`src/rtl/bitstream_pkg.sv`:
```
// Shared types and constants for the bitstream packer.
//   state_e        : packer FSM states
//   MAX_CODE_BITS  : widest code beat the packer can absorb in one cycle
//   N_W            : width of a clamped code length (0..MAX_CODE_BITS)
//   clog2_fill     : width of a fill counter able to hold 0..buf_w
package bitstream_pkg;

  typedef enum logic [1:0] {
    RUN   = 2'd0,
    DRAIN = 2'd1,
    DONE  = 2'd2
  } state_e;

  localparam int unsigned MAX_CODE_BITS = 64;
  localparam int unsigned N_W           = 7;

  function automatic int unsigned clog2_fill(input int unsigned buf_w);
    return $clog2(buf_w + 1);
  endfunction

endpackage

```
`src/rtl/bit_append_shifter.sv`:
```
// Combinational buffer datapath: optionally retires the oldest OUT_W bits,
// then appends the low n_i bits of val_i directly behind the surviving bits.
//   buf_i/fill_i      : current buffer (oldest bit at MSB) and its fill level
//   val_i/n_i         : code value and clamped length (0..64)
//   shift_out_i       : a word leaves the buffer this cycle
//   buf_o/fill_o      : next buffer and fill
module bit_append_shifter
  import bitstream_pkg::*;
#(
  parameter int unsigned OUT_W  = 32,
  parameter int unsigned BUF_W  = 128,
  parameter int unsigned FILL_W = clog2_fill(BUF_W)
) (
  input  logic [BUF_W-1:0]         buf_i,
  input  logic [FILL_W-1:0]        fill_i,
  input  logic [MAX_CODE_BITS-1:0] val_i,
  input  logic [N_W-1:0]           n_i,
  input  logic                     shift_out_i,
  output logic [BUF_W-1:0]         buf_o,
  output logic [FILL_W-1:0]        fill_o
);

  logic [BUF_W-1:0]         shifted;
  logic [FILL_W-1:0]        fill_s;
  logic [MAX_CODE_BITS-1:0] mask;
  logic [MAX_CODE_BITS-1:0] code;
  int unsigned              pos;

  // Bits below fill are always zero, so the new code can simply be OR-ed in.
  always_comb begin
    shifted = shift_out_i ? (buf_i << OUT_W) : buf_i;
    fill_s  = shift_out_i ? (fill_i - FILL_W'(OUT_W)) : fill_i;
    mask    = (n_i >= N_W'(MAX_CODE_BITS)) ? '1
            : ((MAX_CODE_BITS'(1) << n_i) - MAX_CODE_BITS'(1));
    code    = val_i & mask;
    pos     = BUF_W - 32'(fill_s) - 32'(n_i);
    buf_o   = shifted | (BUF_W'(code) << pos);
    fill_o  = fill_s + FILL_W'(n_i);
  end

endmodule

```
`src/rtl/bitstream_packer.sv`:
```
// Packs variable-length code beats MSB-first into OUT_W-bit words; on flush
// zero-pads to a word boundary, drains, tags the final word and pulses done.
//   clock/reset            : rising-edge clock, synchronous active-high reset
//   in_valid/in_ready      : code beat handshake (val, size_of_bit, flush_bit)
//   out_valid/out_ready    : output word handshake (out_data, out_last)
//   flush_done             : one-cycle pulse after a flush has drained
//   bit_count              : code bits accepted since reset (padding excluded)
//   err_size               : sticky, a beat had size_of_bit > 64
module bitstream_packer
  import bitstream_pkg::*;
#(
  parameter int unsigned OUT_W = 32,
  parameter int unsigned BUF_W = 128
) (
  input  logic             clock,
  input  logic             reset,
  input  logic             in_valid,
  output logic             in_ready,
  input  logic [63:0]      val,
  input  logic [63:0]      size_of_bit,
  input  logic             flush_bit,
  output logic             out_valid,
  input  logic             out_ready,
  output logic [OUT_W-1:0] out_data,
  output logic             out_last,
  output logic             flush_done,
  output logic [63:0]      bit_count,
  output logic             err_size
);

  localparam int unsigned FILL_W    = clog2_fill(BUF_W);
  localparam int unsigned READY_MAX = BUF_W - MAX_CODE_BITS;

  state_e              state_q, state_d;
  logic [BUF_W-1:0]    buf_q, buf_d;
  logic [FILL_W-1:0]   fill_q, fill_d;
  logic                in_ready_q, in_ready_d;
  logic                out_valid_q, out_valid_d;
  logic                out_last_q, out_last_d;
  logic                flush_done_q, flush_done_d;
  logic [63:0]         bit_count_q, bit_count_d;
  logic                err_size_q, err_size_d;

  logic                accept, emit, oversize;
  logic [N_W-1:0]      n_eff, n_app;
  logic [BUF_W-1:0]    sh_buf;
  logic [FILL_W-1:0]   sh_fill;
  int unsigned         rem;

  // Handshakes and clamped code length.
  always_comb begin
    oversize = size_of_bit > 64'(MAX_CODE_BITS);
    n_eff    = oversize ? N_W'(MAX_CODE_BITS) : N_W'(size_of_bit);
    accept   = in_valid && in_ready_q;
    emit     = out_valid_q && out_ready;
    n_app    = accept ? n_eff : '0;
  end

  bit_append_shifter #(
    .OUT_W (OUT_W),
    .BUF_W (BUF_W),
    .FILL_W(FILL_W)
  ) u_shifter (
    .buf_i      (buf_q),
    .fill_i     (fill_q),
    .val_i      (val),
    .n_i        (n_app),
    .shift_out_i(emit),
    .buf_o      (sh_buf),
    .fill_o     (sh_fill)
  );

  // Next state; outputs are registered from the post-update state and fill.
  always_comb begin
    state_d     = state_q;
    buf_d       = sh_buf;
    fill_d      = sh_fill;
    bit_count_d = bit_count_q;
    err_size_d  = err_size_q;
    rem         = 0;

    if (accept) begin
      bit_count_d = bit_count_q + 64'(n_eff);
      if (oversize) err_size_d = 1'b1;
    end

    case (state_q)
      RUN: begin
        if (accept && flush_bit) begin
          // Padding bits are already zero; only the fill level moves.
          rem = 32'(sh_fill) % OUT_W;
          if (rem != 0) fill_d = sh_fill + FILL_W'(OUT_W - rem);
          state_d = (fill_d == '0) ? DONE : DRAIN;
        end
      end
      DRAIN: begin
        if (emit && (fill_q == FILL_W'(OUT_W))) state_d = DONE;
      end
      DONE:    state_d = RUN;
      default: state_d = RUN;
    endcase

    in_ready_d   = (state_d == RUN) && (fill_d <= FILL_W'(READY_MAX));
    out_valid_d  = (state_d != DONE) && (fill_d >= FILL_W'(OUT_W));
    out_last_d   = (state_d == DRAIN) && (fill_d == FILL_W'(OUT_W));
    flush_done_d = (state_d == DONE);
  end

  always_ff @(posedge clock) begin
    if (reset) begin
      state_q      <= RUN;
      buf_q        <= '0;
      fill_q       <= '0;
      in_ready_q   <= 1'b1;
      out_valid_q  <= 1'b0;
      out_last_q   <= 1'b0;
      flush_done_q <= 1'b0;
      bit_count_q  <= '0;
      err_size_q   <= 1'b0;
    end else begin
      state_q      <= state_d;
      buf_q        <= buf_d;
      fill_q       <= fill_d;
      in_ready_q   <= in_ready_d;
      out_valid_q  <= out_valid_d;
      out_last_q   <= out_last_d;
      flush_done_q <= flush_done_d;
      bit_count_q  <= bit_count_d;
      err_size_q   <= err_size_d;
    end
  end

  assign in_ready   = in_ready_q;
  assign out_valid  = out_valid_q;
  assign out_data   = buf_q[BUF_W-1 -: OUT_W];
  assign out_last   = out_last_q;
  assign flush_done = flush_done_q;
  assign bit_count  = bit_count_q;
  assign err_size   = err_size_q;

endmodule
```
`config.mk`:
```
export PLATFORM = sky130hd
export DESIGN_NAME = bitstream_packer
export DESIGN_NICKNAME = d
export VERILOG_FILES = /design/src/rtl/bitstream_pkg.sv /design/src/rtl/bit_append_shifter.sv /design/src/rtl/bitstream_packer.sv
export SDC_FILE = /design/constraint.sdc
export NUM_CORES = 1
export LEC_CHECK = 0
export CAP_MARGIN = 10
export CELL_PAD_IN_SITES_DETAIL_PLACEMENT = 1
export CELL_PAD_IN_SITES_GLOBAL_PLACEMENT = 1
export CORE_AREA = 2 2 241 243
export CTS_CLUSTER_DIAMETER = 120
export DETAILED_ROUTE_END_ITERATION = 8
export DIE_AREA = 0 0 243 245
export PLACE_DENSITY_LB_ADDON = 0.1
export SYNTH_ARGS = -nofsm -noshare
export SYNTH_HDL_FRONTEND = slang
export SYNTH_SLANG_ARGS = --single-unit
```
`constraint.sdc`:
```
create_clock -name clock -period 8.2 [get_ports clock]
set_clock_uncertainty 0.05 [all_clocks]
set_input_delay 1.23 -clock clock [delete_from_list [all_inputs] [get_ports clock]]
set_output_delay 1.23 -clock clock [all_outputs]
set_load 0.005 [all_outputs]
```
## Word-level counts from Yosys, hierarchy flattened

Cells that the tools add are included.

- Latch bits: 0
- Flip-flop bits (word level): 207
- ROM bits: 0
- Memory bits (writable): 0
- Logic and storage cells: 57
- Memories kept: 0

- $add $sub $neg: 8
- Multipliers: 0
- Shifts and indexed selects: 2
- Div/mod/pow operators: 0
- Bitwise gates (word level): 2
- Equal/unequal tests: 6
- Muxes and demuxes: 14
- Magnitude comparators: 4
- Reductions and logical operators: 12

Operators by type and width:

| operator | count |
|---|---|
| $mux W128 | 1 |
| $or A128 B128 Y128 | 1 |
| $shl A64 B32 Y128 | 1 |
| $add A64 B7 Y64 | 1 |
| $and A64 B64 Y64 | 1 |
| $gt A64 B7 Y1 const B | 1 |
| $mux W64 | 1 |
| $shl A1 B7 Y64 const A | 1 |
| $sub A64 B1 Y64 const B | 1 |
| $mux W8 | 6 |
| $reduce_bool A32 Y1 | 1 |
| $sub A32 B7 Y32 | 1 |
| $eq A8 B6 Y1 const B | 2 |
| $mux W7 | 2 |
| $sub A8 B8 Y9 const A | 1 |
| $add A8 B7 Y8 | 1 |
| $add A8 B8 Y8 | 1 |
| $ge A8 B6 Y1 const B | 1 |
| $le A8 B7 Y1 const B | 1 |
| $logic_not A8 Y1 | 1 |
| $sub A8 B6 Y8 const B | 1 |
| $ge A7 B7 Y1 const B | 1 |
| $logic_and A1 B1 Y1 | 7 |
| $sub A6 B5 Y7 const A | 1 |
| 7 further kinds | 11 |

## Logic depth before layout (Yosys ltp)

- Word-level depth: 15
- Mapped depth: 33
- Depth with buffers taken out: 26

## By module

Synthesis repeated with hierarchy kept, for this count alone.

- Cell total of the unflattened synthesis: 2838
- Area total of the unflattened synthesis: 20836.2 um2

By module, submodules not included:

| module | sequential area each (um2) | area an instance (um2) | instances | cells an instance |
|---|---|---|---|---|
| bit_append_shifter | 0.0 | 12769.7 | 1 | 2004 |
| bitstream_packer | 4144.0 | 8066.5 | 1 | 834 |

## Worst setup path before layout

Ideal clock, no wire load.

- Path type: input -> register
- Start: in size_of_bit[3]
- End: reg buf_q[127]
- Cell stages on the path: 31
- Data required time: 8.076 ns
- Arrival time: 8.124 ns
- Slack: -0.048 ns
- Path buffers: 5
- Library setup time: 0.074 ns
- Cells stage by stage: buf_6 -> or3_1 -> buf_6 -> o21a_4 -> nor4_4 -> buf_6 -> and3_1 -> ha_1 -> inv_1 -> fa_1 -> a211oi_1 -> o21ai_0 -> o211a_1 -> nor3_2 -> buf_2 -> buf_2 -> nand2_1 -> ha_1 -> or4b_1 -> nor4_2 -> o21ai_2 -> nor2_2 -> nand3_1 -> or3_1 -> o22ai_1 -> nor2_1 -> a21oi_2 -> nor3_1 -> a2111o_1 -> a311o_1 -> a31oi_1

- Word-level cells in the longest chain between the ends: 9
- Elaborated cells on any way between the ends: 11
- Those cells by class: 2 x add/sub; 2 x order compare; 2 x shift; 3 x mux; 2 x bitwise

Ends and longest elaborated chain:

| element | RTL line | source |
|---|---|---|
| start, declared | bitstream_packer.sv:20 | `input logic [63:0] size_of_bit,` |
| $gt A64 B7 Y1 | bitstream_packer.sv:52 | `oversize = size_of_bit > 64'(MAX_CODE_BITS);` |
| $mux W7 (*) | bitstream_packer.sv:53 | `n_eff = oversize ? N_W'(MAX_CODE_BITS) : N_W'(size_of_bit);` |
| $mux W7 (*) | bitstream_packer.sv:56 | `n_app = accept ? n_eff : '0;` |
| $shl A1 B7 Y64 | bit_append_shifter.sv:34 | `: ((MAX_CODE_BITS'(1) << n_i) - MAX_CODE_BITS'(1));` |
| $sub A64 B1 Y64 | bit_append_shifter.sv:34 |  |
| $mux W64 | bit_append_shifter.sv:33 | `mask = (n_i >= N_W'(MAX_CODE_BITS)) ? '1` |
| $and A64 B64 Y64 | bit_append_shifter.sv:35 | `code = val_i & mask;` |
| $shl A64 B32 Y128 (*) | bit_append_shifter.sv:37 | `buf_o = shifted \| (BUF_W'(code) << pos);` |
| $or A128 B128 Y128 (*) | bit_append_shifter.sv:37 |  |
| end signal, assigned | bitstream_packer.sv:122 | `buf_q <= buf_d;` |
| end, declared | bitstream_packer.sv:35 | `logic [BUF_W-1:0] buf_q, buf_d;` |

Mark *: on every way between the ends. The rest lies on a longest branch, timed or not.
A chain may end at the register's enable or synchronous reset.

## Worst setup path after layout

- Start: in size_of_bit[41]
- End: reg buf_q[127]

- Word-level cells in the longest chain between the ends: 9
- Elaborated cells on any way between the ends: 11
- Those cells by class: 2 x add/sub; 2 x order compare; 2 x shift; 3 x mux; 2 x bitwise

Ends and longest elaborated chain:

| element | RTL line |
|---|---|
| $gt A64 B7 Y1 (*) | bitstream_packer.sv:52 |
| $mux W7 (*) | bitstream_packer.sv:53 |
| $mux W7 (*) | bitstream_packer.sv:56 |
| $shl A1 B7 Y64 | bit_append_shifter.sv:34 |
| $sub A64 B1 Y64 | bit_append_shifter.sv:34 |
| $mux W64 | bit_append_shifter.sv:33 |
| $and A64 B64 Y64 | bit_append_shifter.sv:35 |
| $shl A64 B32 Y128 (*) | bit_append_shifter.sv:37 |
| $or A128 B128 Y128 (*) | bit_append_shifter.sv:37 |

Marks and branches as above.

==> flow_metrics.env <==
export IMPL_outcome="completed"
export IMPL_tightest_slew_ns=1.40
export IMPL_routed_via_density=7.08
export IMPL_synth_flop_cell="dfxtp_1"
export IMPL_cap_violations=0
export IMPL_dieArea_mm2=0.0595
export IMPL_synth_top_family_by_area="compound AO/OA/AOI/OAI gates"
export IMPL_critPathBufInv=9
export IMPL_fp_dieW_um=243
export IMPL_clk_path_buf_depth=3
export IMPL_final_max_slew_viol_count=0
export IMPL_area_delta_synth_final_pct=32.2
export IMPL_timing_final_crit_share=0.999
export IMPL_worstHoldStart="buf_q[63]$_SDFF_PP0_"
export IMPL_power_density_mw_per_mm2=241
export IMPL_required_ns=8.62
export IMPL_swShare=0.549
export IMPL_synthAdderAreaFrac=0.0237
export IMPL_drtPass1Iterations=6
export IMPL_yosys_area_top_type_share=0.188
export IMPL_antenna_found_initial=4
export IMPL_start_kind="primary input"
export IMPL_hold_violations=0
export IMPL_switchingPower_w=0.00386
export IMPL_crit_type="primary input to flop"
export IMPL_post_route_cells_drive_above_1_share=0.202
export IMPL_synth_seq_area_share=0.188
export IMPL_pre_cts_slack_ns=-0.917
export IMPL_yosysWarningCount=0
export IMPL_tritoncts="yes"
export IMPL_power_leakage_nw=10.9
export IMPL_io_pins=234
export IMPL_initial_core_util=0.387
export IMPL_internal_power_w=0.00317
export IMPL_power_frac_seq=0.172
export IMPL_async_flop_share=0
export IMPL_portBuffers=233
export IMPL_total_power_w=0.00703
export IMPL_instances_no_fill=4391
export IMPL_cts_hold_buf=0
export IMPL_layout_min_cycle_time_ns=8.19
export IMPL_clkSinkCount=207
export IMPL_n_fill_cell=7185
export IMPL_num_nets_final=3781
export IMPL_hold_class="flop to flop"
export IMPL_r2r_start="in_ready$_SDFF_PP1_"
export IMPL_synth_distinct_cells=115
export IMPL_synth_avg_cell_area_um2=7.01
export IMPL_synth_cells=3148
export IMPL_arrival_ns=8.61
export IMPL_synthTopCellsByArea="dfxtp_1 (19%), nand2_1 (6.6%), nor2_1 (5.4%)"
export IMPL_h_tree_depth=1
export IMPL_grt_max_degree=80
export IMPL_clkPwrFrac=0.160
export IMPL_dp_cells=4330
export IMPL_worstSetupStartpoint="size_of_bit[41]"
export IMPL_drc=0
export IMPL_cp_top_family="simple AND/OR/NAND/NOR gates"
export IMPL_combinationalPowerShare=0.668
export IMPL_ir_drop_mv=0.257
export IMPL_grt_pass1_wl_mm=213
export IMPL_cts_buffers=23
export IMPL_gp_congestion=1.06
export IMPL_final_cell_area_mm2=0.0292
export IMPL_cts_root_buf="clkbuf_16"
export IMPL_drt_iter0_markers=4403
export IMPL_ant_nets=0
export IMPL_yosys_area_share_simple=0.294
export IMPL_fin_ws_ns=0.0107
export IMPL_dpl_hpwl_mm=111
export IMPL_synth_edf_count=0
export IMPL_wl_per_cell_um=33.4
export IMPL_fin_util=0.512
export IMPL_synth_area_mm2=0.0221
export IMPL_first_global_vias=31645
export IMPL_fmax_mhz=122
export IMPL_worstSkewPairLatency_ns=0.54
export IMPL_synth_seq_cells=207
export IMPL_gr_total_overflow=0
export IMPL_vias=31088
export IMPL_die_h_um=245
export IMPL_syn_nets=3321
export IMPL_setup_viol=0
export IMPL_core_area_mm2=0.0570
export IMPL_slew_headroom=0.0575
export IMPL_rows=88
export IMPL_critPathSlowestCell="a2111o_1"
export IMPL_postPlaceCellArea_mm2=0.0277
export IMPL_path_clk_slew_ns=0.07
export IMPL_grtUsageTotal=0.470
export IMPL_crit_fanout=8
export IMPL_route_final_wire_length_mm=147
export IMPL_cpPeakStageDelay_ns=0.56
export IMPL_endpoint_kind="flop"
export IMPL_yosys_area_share_xor_xnor=0.0353
export IMPL_synth_largest_area_cell="dfxtp_1"
export IMPL_synth_compound_area_share=0.321
export IMPL_muxShareOfSynthArea=0.0722
-- flip-flops by register name, indices dropped and copies added, names as in the netlist --
name        count
in_ready        1
flush_done      1
buf_q         128
state_q         2
fill_q          8
bit_count      64
err_size        1
out_valid       1
out_last        1
-- final cells by class --
type / count / area, um^2 / share of cell area
antenna: 1 / 2.50 / 0.0000858
clock buffer: 29 / 628 / 0.0215
clock inverter: 13 / 159 / 0.00545
inverter: 51 / 191 / 0.00656
multi-input combinational: 2613 / 17100 / 0.585
sequential: 207 / 4140 / 0.142
tap: 765 / 957 / 0.0328
timing repair buffer: 712 / 6020 / 0.206
-- power groups by stage --
stage	Clock (W)	Combinational, W	Sequential, W
final	0.00113	0.00469	0.00121
after detailed placement	0	0.00417	0.00122
after global routing	0.00115	0.00474	0.00121
after CTS	0.00112	0.00422	0.00120
after floorplan	0	0.00228	0.00118
after global placement	0	0.00404	0.00121
-- final timing paths --
check                           cells after the start                    end  slack, ns
worst min-delay path                                2   buf_q[63]$_SDFF_PP0_       0.43
worst min register to register                      2   buf_q[63]$_SDFF_PP0_       0.43
worst max register to register                     30  buf_q[127]$_SDFF_PP0_       0.91
worst max-delay path                               33  buf_q[127]$_SDFF_PP0_       0.01
-- metrics by stage --
stage	TNS (ns)	hold slack (ns)
3_5_place_dp	-73.84	0.418
2_1_floorplan	0	0.396
6_report	0	0.429
4_1_cts	0	0.427
5_1_grt	-5.51	0.449
3_3_place_gp	-48.50	0.406
-- cells in the final DEF, fill, tap and decap left out, types with 16 or more instances in the layout --
cell type,instances
a211oi_1,47
a21o_1,35
a21oi_1,188
a22oi_1,43
a31oi_1,81
a32oi_1,17
and2_1,25
and3_1,58
and4_1,16
buf_4,471
clkbuf_16,23
clkdlybuf4s50_1,226
dfxtp_1,207
ha_1,34
inv_1,46
mux2_2,29
mux2i_1,98
nand2_1,384
nand2b_1,17
nand3_1,163
nand4_1,59
nor2_1,315
nor3_1,89
nor4_1,33
o2111ai_1,19
o211ai_1,51
o21a_1,16
o21ai_0,136
o21ai_1,21
o221ai_1,18
o22ai_1,41
o31ai_1,30
o32ai_1,18
or3_1,39
xnor2_1,31
xor2_1,49
-- cells in the mapped netlist (all sizes together) (12+ instances only) --
cell       n
o22ai     43
a32oi     19
a31oi     82
and2      27
inv       50
o21ai    166
o221ai    18
buf      111
or3       43
a21o      35
mux2i    104
nor3     102
nor4      47
or2       19
a21boi    13
nand2    389
dfxtp    207
o211ai    52
mux2      32
a22oi     45
xor2      53
nand3    171
nand4     59
a221oi    16
nor2     321
o21a      19
and4      17
clkbuf   166
o32ai     21
a21oi    197
a2111oi   12
a211oi    54
xnor2     36
o2111ai   19
and3      63
o311ai    14
nand2b    17
o31ai     34
ha        37
-- worst register-to-register path, delay by kind of cell (launching register included) --
| family | cells | cell delay (ns) |
|---|---|---|
| AO/OA/AOI/OAI | 9 | 2.34 |
| AND/OR/NAND/NOR | 11 | 2.11 |
| buffers and inverters | 7 | 0.99 |
| adder cells (fa/ha/maj) | 3 | 0.97 |
| flip-flops | 1 | 0.74 |
-- cell families (layout without fill, tap and decap cells) --
kind of cell / Yosys count / after routing
AND/OR/NAND/NOR: 1328 / 1328
AO/OA/AOI/OAI: 1012 / 1012
buffers and inverters: 328 / 805
flip-flops: 207 / 207
multiplexers: 144 / 144
XOR/XNOR: 89 / 89
adder cells (fa/ha/maj): 40 / 40
other: 0 / 1
-- layer usage --
metal | vias to the layer above | GRT usage | part of all wire
met3 | 617 | 0.132 | 0.12
li1 | 12854 | - | -
met1 | 15301 | 0.585 | 0.38
met2 | 2314 | 0.735 | 0.43
met5 | - | 0 | 0.00011
met4 | 2 | 0.255 | 0.070
-- what timing repair did --
item / in CTS / in global routing
gates resized for setup: 21 / 92
pin swaps: 6 / 31
setup buffers: 4 / 14
endpoints found under the setup margin: 92 / 116
cloned: 0 / 0
No activity file was read; power rests on OpenSTA's default activity.
